==> src/rtl/ov_frame_streamer_if.sv <==
// Byte-stream handshake between the frame streamer and its sink.
`default_nettype none

interface ov_frame_streamer_if;
  logic       out_valid;
  logic       out_ready;
  logic [7:0] out_data;
  logic       out_sof;
  logic       out_eol;

  modport master (output out_valid, out_data, out_sof, out_eol, input out_ready);
  modport slave  (input out_valid, out_data, out_sof, out_eol, output out_ready);
endinterface

`default_nettype wire

==> src/rtl/ov_frame_streamer.sv <==
// Drains one camera frame from an AL422-style FIFO into a paced byte stream,
// optionally inserting CR,LF terminators per line or per frame.
`default_nettype none

module ov_frame_streamer #(
  parameter int H_PIXELS      = 320,
  parameter int V_LINES       = 240,
  parameter int BYTES_PER_PIX = 2,
  parameter int GAP_CYCLES    = 2500,
  parameter int EOL_MODE      = 1
) (
  input  wire logic            clk_25MHz,
  input  wire logic            rst_n,
  input  wire logic            initialized,
  input  wire logic            new_frame,
  input  wire logic            abort,
  input  wire logic [7:0]      fifo_data,
  output logic                 fifo_rclk,
  output logic                 fifo_rrst,
  output logic                 frame_read,
  ov_frame_streamer_if.master  stream,
  output logic [15:0]          frame_count
);

  localparam int LINE_BYTES = H_PIXELS * BYTES_PER_PIX;
  localparam int BYTE_W     = $clog2(LINE_BYTES + 1);
  localparam int LINE_W     = $clog2(V_LINES + 1);
  localparam int GAP_W      = (GAP_CYCLES > 0) ? $clog2(GAP_CYCLES + 1) : 1;

  localparam logic [BYTE_W-1:0] LINE_BYTES_C = BYTE_W'(LINE_BYTES);
  localparam logic [LINE_W-1:0] V_LINES_C    = LINE_W'(V_LINES);
  localparam logic [GAP_W-1:0]  GAP_C        = GAP_W'(GAP_CYCLES);

  typedef enum logic [3:0] {
    S_IDLE, S_R1, S_R2, S_R3, S_R4, S_R5, S_R6,
    S_RD_LO, S_LATCH, S_HOLD, S_GAP, S_TERM, S_THOLD, S_DONE
  } state_t;

  state_t              state, state_nx;
  logic [BYTE_W-1:0]   byte_cnt, byte_nx;
  logic [LINE_W-1:0]   line_cnt, line_nx;
  logic [GAP_W-1:0]    gap_cnt, gap_nx;
  logic                term_lf, term_nx;
  logic                rclk_q, rclk_nx;
  logic                rrst_q, rrst_nx;
  logic                fr_q, fr_nx;
  logic                valid_q, valid_nx;
  logic [7:0]          data_q, data_nx;
  logic                sof_q, sof_nx;
  logic                eol_q, eol_nx;
  logic [15:0]         count_q, count_nx;
  logic                at_eol, at_eof;

  // Where to go once a gap (or a zero-length gap) has elapsed: a pending LF
  // wins, then the frame ends once every line has been consumed.
  function automatic state_t resume(input logic lf_pending, input logic [LINE_W-1:0] lines);
    if (lf_pending)
      return S_TERM;
    else if (lines == '0)
      return S_DONE;
    else
      return S_RD_LO;
  endfunction

  assign at_eol = (byte_cnt == BYTE_W'(1));
  assign at_eof = at_eol && (line_cnt == LINE_W'(1));

  always_ff @(posedge clk_25MHz or negedge rst_n) begin
    if (!rst_n) begin
      state    <= S_IDLE;
      byte_cnt <= '0;
      line_cnt <= '0;
      gap_cnt  <= '0;
      term_lf  <= 1'b0;
      rclk_q   <= 1'b1;
      rrst_q   <= 1'b1;
      fr_q     <= 1'b1;
      valid_q  <= 1'b0;
      data_q   <= 8'h00;
      sof_q    <= 1'b0;
      eol_q    <= 1'b0;
      count_q  <= 16'd0;
    end else begin
      state    <= state_nx;
      byte_cnt <= byte_nx;
      line_cnt <= line_nx;
      gap_cnt  <= gap_nx;
      term_lf  <= term_nx;
      rclk_q   <= rclk_nx;
      rrst_q   <= rrst_nx;
      fr_q     <= fr_nx;
      valid_q  <= valid_nx;
      data_q   <= data_nx;
      sof_q    <= sof_nx;
      eol_q    <= eol_nx;
      count_q  <= count_nx;
    end
  end

  always_comb begin
    state_nx = state;
    byte_nx  = byte_cnt;
    line_nx  = line_cnt;
    gap_nx   = gap_cnt;
    term_nx  = term_lf;
    rclk_nx  = rclk_q;
    rrst_nx  = rrst_q;
    fr_nx    = fr_q;
    valid_nx = valid_q;
    data_nx  = data_q;
    sof_nx   = sof_q;
    eol_nx   = eol_q;
    count_nx = count_q;

    if (abort && (state != S_IDLE)) begin
      // Abort beats a same-edge handshake, so a presented byte is dropped.
      state_nx = S_IDLE;
      valid_nx = 1'b0;
      rclk_nx  = 1'b1;
      rrst_nx  = 1'b1;
      fr_nx    = 1'b1;
      sof_nx   = 1'b0;
      eol_nx   = 1'b0;
    end else if (initialized) begin
      case (state)
        S_IDLE: begin
          if (new_frame) begin
            fr_nx    = 1'b0;
            byte_nx  = LINE_BYTES_C;
            line_nx  = V_LINES_C;
            gap_nx   = '0;
            term_nx  = 1'b0;
            state_nx = S_R1;
          end
        end
        // Read-pointer reset: one rclk pulse while rrst is low, then the
        // first rising edge with rrst high presents byte 0 on fifo_data.
        S_R1: begin rrst_nx = 1'b0; state_nx = S_R2; end
        S_R2: begin rclk_nx = 1'b0; state_nx = S_R3; end
        S_R3: begin rclk_nx = 1'b1; state_nx = S_R4; end
        S_R4: begin rclk_nx = 1'b0; state_nx = S_R5; end
        S_R5: begin rrst_nx = 1'b1; state_nx = S_R6; end
        S_R6: begin rclk_nx = 1'b1; state_nx = S_RD_LO; end
        S_RD_LO: begin
          rclk_nx  = 1'b0;
          state_nx = S_LATCH;
        end
        S_LATCH: begin
          data_nx  = fifo_data;
          valid_nx = 1'b1;
          sof_nx   = (byte_cnt == LINE_BYTES_C) && (line_cnt == V_LINES_C);
          eol_nx   = at_eol;
          state_nx = S_HOLD;
        end
        S_HOLD: begin
          if (stream.out_ready) begin
            valid_nx = 1'b0;
            rclk_nx  = 1'b1;
            gap_nx   = GAP_C;
            if (at_eol) begin
              byte_nx = LINE_BYTES_C;
              line_nx = line_cnt - LINE_W'(1);
            end else begin
              byte_nx = byte_cnt - BYTE_W'(1);
            end
            if ((at_eol && (EOL_MODE == 2)) || (at_eof && (EOL_MODE == 1)))
              state_nx = S_TERM;
            else if (at_eof)
              state_nx = S_DONE;
            else if (GAP_CYCLES == 0)
              state_nx = S_RD_LO;
            else
              state_nx = S_GAP;
          end
        end
        S_GAP: begin
          if (gap_cnt > GAP_W'(1)) begin
            gap_nx = gap_cnt - GAP_W'(1);
          end else begin
            gap_nx   = '0;
            state_nx = resume(term_lf, line_cnt);
          end
        end
        S_TERM: begin
          data_nx  = term_lf ? 8'h0A : 8'h0D;
          valid_nx = 1'b1;
          sof_nx   = 1'b0;
          eol_nx   = 1'b0;
          state_nx = S_THOLD;
        end
        S_THOLD: begin
          if (stream.out_ready) begin
            valid_nx = 1'b0;
            gap_nx   = GAP_C;
            term_nx  = !term_lf;
            state_nx = (GAP_CYCLES == 0) ? resume(!term_lf, line_cnt) : S_GAP;
          end
        end
        S_DONE: begin
          fr_nx    = 1'b1;
          count_nx = count_q + 16'd1;
          state_nx = S_IDLE;
        end
        default: state_nx = S_IDLE;
      endcase
    end
  end

  assign fifo_rclk        = rclk_q;
  assign fifo_rrst        = rrst_q;
  assign frame_read       = fr_q;
  assign frame_count      = count_q;
  assign stream.out_valid = valid_q;
  assign stream.out_data  = data_q;
  assign stream.out_sof   = sof_q;
  assign stream.out_eol   = eol_q;

endmodule

`default_nettype wire

==> src/flat_wrapper.sv <==
// flat-port wrapper written by rule: the top's interface ports become plain ports
module ov_frame_streamer_flat 
#(
  parameter int H_PIXELS      = 320,
  parameter int V_LINES       = 240,
  parameter int BYTES_PER_PIX = 2,
  parameter int GAP_CYCLES    = 2500,
  parameter int EOL_MODE      = 1
)
  (clk_25MHz, rst_n, initialized, new_frame, abort, fifo_data, fifo_rclk, fifo_rrst, frame_read, frame_count, stream_out_valid, stream_out_data, stream_out_sof, stream_out_eol, stream_out_ready);
  ov_frame_streamer_if stream_i ();
  input  wire logic clk_25MHz;
  input  wire logic rst_n;
  input  wire logic initialized;
  input  wire logic new_frame;
  input  wire logic abort;
  input  wire logic [7:0] fifo_data;
  output logic fifo_rclk;
  output logic fifo_rrst;
  output logic frame_read;
  output logic [15:0] frame_count;
  output wire logic [$bits(stream_i.out_valid)-1:0] stream_out_valid;
  output wire logic [$bits(stream_i.out_data)-1:0] stream_out_data;
  output wire logic [$bits(stream_i.out_sof)-1:0] stream_out_sof;
  output wire logic [$bits(stream_i.out_eol)-1:0] stream_out_eol;
  input wire logic [$bits(stream_i.out_ready)-1:0] stream_out_ready;
  assign stream_out_valid = stream_i.out_valid;
  assign stream_out_data = stream_i.out_data;
  assign stream_out_sof = stream_i.out_sof;
  assign stream_out_eol = stream_i.out_eol;
  assign stream_i.out_ready = stream_out_ready;
  ov_frame_streamer #(.H_PIXELS(H_PIXELS), .V_LINES(V_LINES), .BYTES_PER_PIX(BYTES_PER_PIX), .GAP_CYCLES(GAP_CYCLES), .EOL_MODE(EOL_MODE)) u_core (.clk_25MHz(clk_25MHz), .rst_n(rst_n), .initialized(initialized), .new_frame(new_frame), .abort(abort), .fifo_data(fifo_data), .fifo_rclk(fifo_rclk), .fifo_rrst(fifo_rrst), .frame_read(frame_read), .stream(stream_i), .frame_count(frame_count));
endmodule
==> config.mk <==
export PLATFORM = sky130hd
export DESIGN_NAME = ov_frame_streamer_flat
export DESIGN_NICKNAME = d
export VERILOG_FILES = /design/src/rtl/ov_frame_streamer_if.sv /design/src/rtl/ov_frame_streamer.sv /design/src/flat_wrapper.sv
export SDC_FILE = /design/constraint.sdc
export NUM_CORES = 1
export LEC_CHECK = 0
export ABC_AREA = 1
export BUFFER_PORTS_ARGS = -buffer_cell sky130_fd_sc_hd__buf_4
export CORE_MARGIN = 1
export CORE_UTILIZATION = 35
export DETAILED_ROUTE_END_ITERATION = 7
export PLACE_DENSITY = 0.51
export RECOVER_POWER = 100
export SYNTH_ARGS = -nofsm -noshare
export SYNTH_HDL_FRONTEND = slang
export SYNTH_SLANG_ARGS = --single-unit
==> constraint.sdc <==
create_clock -name clk_25MHz -period 1.9 [get_ports clk_25MHz]
set_input_delay 0.19 -clock clk_25MHz [delete_from_list [all_inputs] [get_ports clk_25MHz]]
set_output_delay 0.19 -clock clk_25MHz [all_outputs]
set_load 0.01 [all_outputs]
==> results.py <==
metrics = {
    "status": {
        "outcome": "completed",
    },
    "setup_path": {
        "cp.arrival_ns": 2.00,
        "rr_startpoint": "u_core.gap_cnt[0]",
        "crit_start": "u_core.gap_cnt[0]",
        "path_max_fanout": 5,
        "critical_path_class": "reg -> reg",
        "start_kind": "flip-flop",
        "cp-end-kind": "flip-flop",
        "cp.required_ns": 2.17,
    },
    "sta": {
        "period_share_pct": 91.4,
        "hold_violations": 0,
        "timing.fmax_ghz": 0.576,
        "whs_ns": 0.0750,
        "skew_ns": 0.00757,
        "relSlewSlack_pct": 46.5,
        "setup_violations": 0,
        "worstMarginPinSlew_ns": 0.803,
        "rsz0062_at_grt": "true",
        "finalCriticalPeriod_ns": 1.74,
        "slew_violations": 0,
    },
    "die": {
        "start_util_pct": 36.0,
        "die-area_mm2": 0.0122,
        "ios": 44,
        "core-area_mm2": 0.0115,
        "die_h_um": 111,
        "fp.dieW_um": 111,
        "placementRows": 39,
    },
    "logic_synthesis": {
        "netlist_instances": 566,
        "ys_seq_area_share_pct": 39.5,
        "syn_avg_cell_area_um2": 7.28,
        "synth_nets": 589,
        "ys_ff_latch": 65,
        "synth_cell_types": 30,
        "synth_area_mm2": 0.00412,
        "yosysWarnings": 0,
    },
    "flow_run": {
        "cap_violations": 0,
    },
    "placement": {
        "portBuffers": 43,
        "place_congestion": 0.873,
        "dpl.hpwl_um": 7580,
    },
    "worst_hold_path": {
        "min-delay-start": "fifo_data[6]",
        "min_path_type": "in -> reg",
    },
    "clocking": {
        "cts_max_path_buffers": 2,
        "cts_tree": "built",
        "htree_num_levels": 3,
        "cts_made_buffers": 9,
        "clkLatencyLatePin_ns": 0.34,
        "cts-root-buf": "clkbuf_16",
        "path_clk_slew_ns": 0.06,
        "clock-sinks": 65,
    },
    "detailed_routing": {
        "drt-pass1-iter-count": 4,
        "wirelength_um": 10100,
        "vias_per_cell": 4.82,
        "drt_first_iter_violations": 165,
        "ant_nets": 0,
        "drc_errors": 0,
        "wire_per_inst_um": 13.0,
        "vias": 3757,
    },
    "power": {
        "pwr-share-clk_pct": 30.8,
        "seqPwrFrac_pct": 32.7,
        "ir_worst_vdd_mv": 0.590,
        "total_power_uw": 5700,
        "power.density_mw_per_mm2": 1160,
        "intPower_uw": 3550,
        "p_sw_uw": 2150,
        "p_comb_share_pct": 36.5,
        "p_leak_uw": 0.00245,
        "p_sw_share_pct": 37.7,
    },
    "finish": {
        "nFillCells": 1182,
        "post-route-util_pct": 43.0,
        "nets": 655,
        "drive_gt1_share_pct": 12.7,
        "area_growth_pct": 19.7,
        "insertedDiodeCount": 0,
    },
    "grt": {
        "grt_max_degree": 38,
        "antenna_found_initial": 0,
        "grt.total_usage_pct": 17.8,
        "grt_overflow_total": 0,
        "grt_pass1_vias": 3779,
        "grt_pass1_wl_um": 17600,
    },
}
-- routing by layer --
layer	vias to the layer above	global-route usage, %	share of wire [%]	wire, um
met1	1736	21.6	46	4660
li1	1937	-	-	-
met3	16	3.35	3.5	355
met4	0	8.27	2.2	224
met5	-	0	0	0
met2	68	30.6	48	4910
-- what timing repair did --
item	CTS	global route
gates resized for setup	0	4
setup endpoints to repair	0	14
endpoints found under the hold margin	27	0
setup buffers	0	7
hold buffers	1	0
-- area by class of cell --
type / instances / area, um^2 / share of cell area, %
Inverter: 70 / 263 / 5.32
Sequential cell: 65 / 1630 / 33.1
Multi-Input combinational cell: 423 / 2160 / 43.7
Timing Repair Buffer: 63 / 397 / 8.04
Tap cell: 143 / 179 / 3.62
Clock buffer: 13 / 240 / 4.87
Clock inverter: 3 / 67.6 / 1.37
-- kinds of logic (layout without fill, tap and decap cells) --
| group | Yosys count | in the layout | synth area share, % |
|---|---|---|---|
| AO/OA/AOI/OAI | 53 | 53 | 6.74 |
| XOR/XNOR | 24 | 24 | 5.10 |
| adder cells (fa/ha/maj) | 9 | 9 | 2.73 |
| buffers and inverters | 78 | 149 | 8.22 |
| flip-flops | 65 | 65 | 39.5 |
| AND/OR/NAND/NOR | 337 | 337 | 37.7 |
-- layout by cell type, fill, tap and decap left out, types with 5 or more instances in the layout --
master and count:
o21ai_0 30, buf_4 31, nor2_2 5, a21oi_1 11, clkbuf_16 9, inv_1 67
dfrtp_1 59, ha_1 9, nand2_2 7, xnor2_1 7, nand3_1 48, nor3_1 13
nand4_1 14, nand2_1 168, clkbuf_1 31, nand3b_1 5, o21ai_1 7, nor2_4 8
nor2_1 61, xor2_1 17
-- sequential cells by signal, indices dropped and copies added, names as in the netlist --
register                 flops
u_core.fifo_rrst             1
u_core.stream.out_data       8
u_core.frame_count          16
u_core.stream.out_valid      1
u_core.stream.out_eol        1
u_core.stream.out_sof        1
u_core.state                 4
u_core.fifo_rclk             1
u_core.frame_read            1
u_core.byte_cnt             10
u_core.line_cnt              8
u_core.gap_cnt              12
u_core.term_lf               1
-- Yosys cell counts --
| cell | n | area share, % |
|---|---|---|
| buf_4 | 2 | 0.36 |
| nand3_2 | 2 | 0.49 |
| nor2_4 | 8 | 2.2 |
| and2_1 | 1 | 0.15 |
| o21ai_0 | 30 | 3.6 |
| nor2_1 | 62 | 5.6 |
| nand2_1 | 168 | 15 |
| nor2_2 | 4 | 0.61 |
| nand2_4 | 3 | 0.82 |
| nand2_2 | 7 | 1.1 |
| inv_2 | 3 | 0.27 |
| a31oi_1 | 2 | 0.30 |
| a22oi_1 | 1 | 0.18 |
| inv_1 | 67 | 6.1 |
| o311ai_0 | 1 | 0.21 |
| ha_1 | 9 | 2.7 |
| nand4_1 | 14 | 2.1 |
| buf_6 | 5 | 1.4 |
| a21oi_1 | 11 | 1.3 |
| xor2_1 | 17 | 3.6 |
| dfstp_2 | 3 | 1.9 |
| dfrtp_1 | 62 | 38 |
| buf_2 | 1 | 0.12 |
| o21ai_1 | 7 | 0.85 |
| xnor2_1 | 7 | 1.5 |
| nand3b_1 | 5 | 0.91 |
| a21oi_2 | 1 | 0.21 |
| nor2_8 | 2 | 0.97 |
| nor3_1 | 13 | 1.6 |
| nand3_1 | 48 | 5.8 |
-- power by group through the flow --
stage | Sequential, uW | Clock [uW] | Combinational, uW
after floorplan | 1880 | 0 | 1540
after CTS | 1880 | 1800 | 2100
after detailed placement | 1900 | 0 | 2090
final | 1870 | 1750 | 2080
after global routing | 1910 | 1860 | 2390
after global placement | 1890 | 0 | 2090
-- worst max-delay path: stages, from the launching register on --
cell and delay [ns]:
dfrtp_1 0.39, inv_1 0.10, ha_1 0.21, inv_1 0.07, nand2_1 0.06, nand2_1 0.04, nor2_1 0.15, nand2_1 0.09
nand2_1 0.11, nand2_1 0.15, nor2_1 0.16, nand2_1 0.08, nand2_1 0.06
-- metrics by stage --
stage	setup WS, ns	cell area [um^2]	setup TNS [ns]	cells
2_1_floorplan	0.258	4120	0	566
3_5_place_dp	0.0827	4680	0	756
3_3_place_gp	0.0659	4680	0	756
4_1_cts	0.0703	4990	0	773
6_report	0.163	4940	0	780
5_1_grt	-0.00314	4940	-0.00314	780
-- final timing paths --
path / to / slack (ns) / cells after the start
worst max-delay path: u_core.state[1] / 0.16 / 12
max in group asynchronous: u_core.fifo_rclk / 0.34 / 3
worst min-delay path: u_core.stream.out_data[6] / 0.07 / 3
worst max register to register: u_core.state[1] / 0.16 / 12
worst min register to register: u_core.stream.out_eol / 0.48 / 2
min in group asynchronous: u_core.gap_cnt[9] / 0.47 / 2
Note: power is estimated with default switching activity, not from simulation.
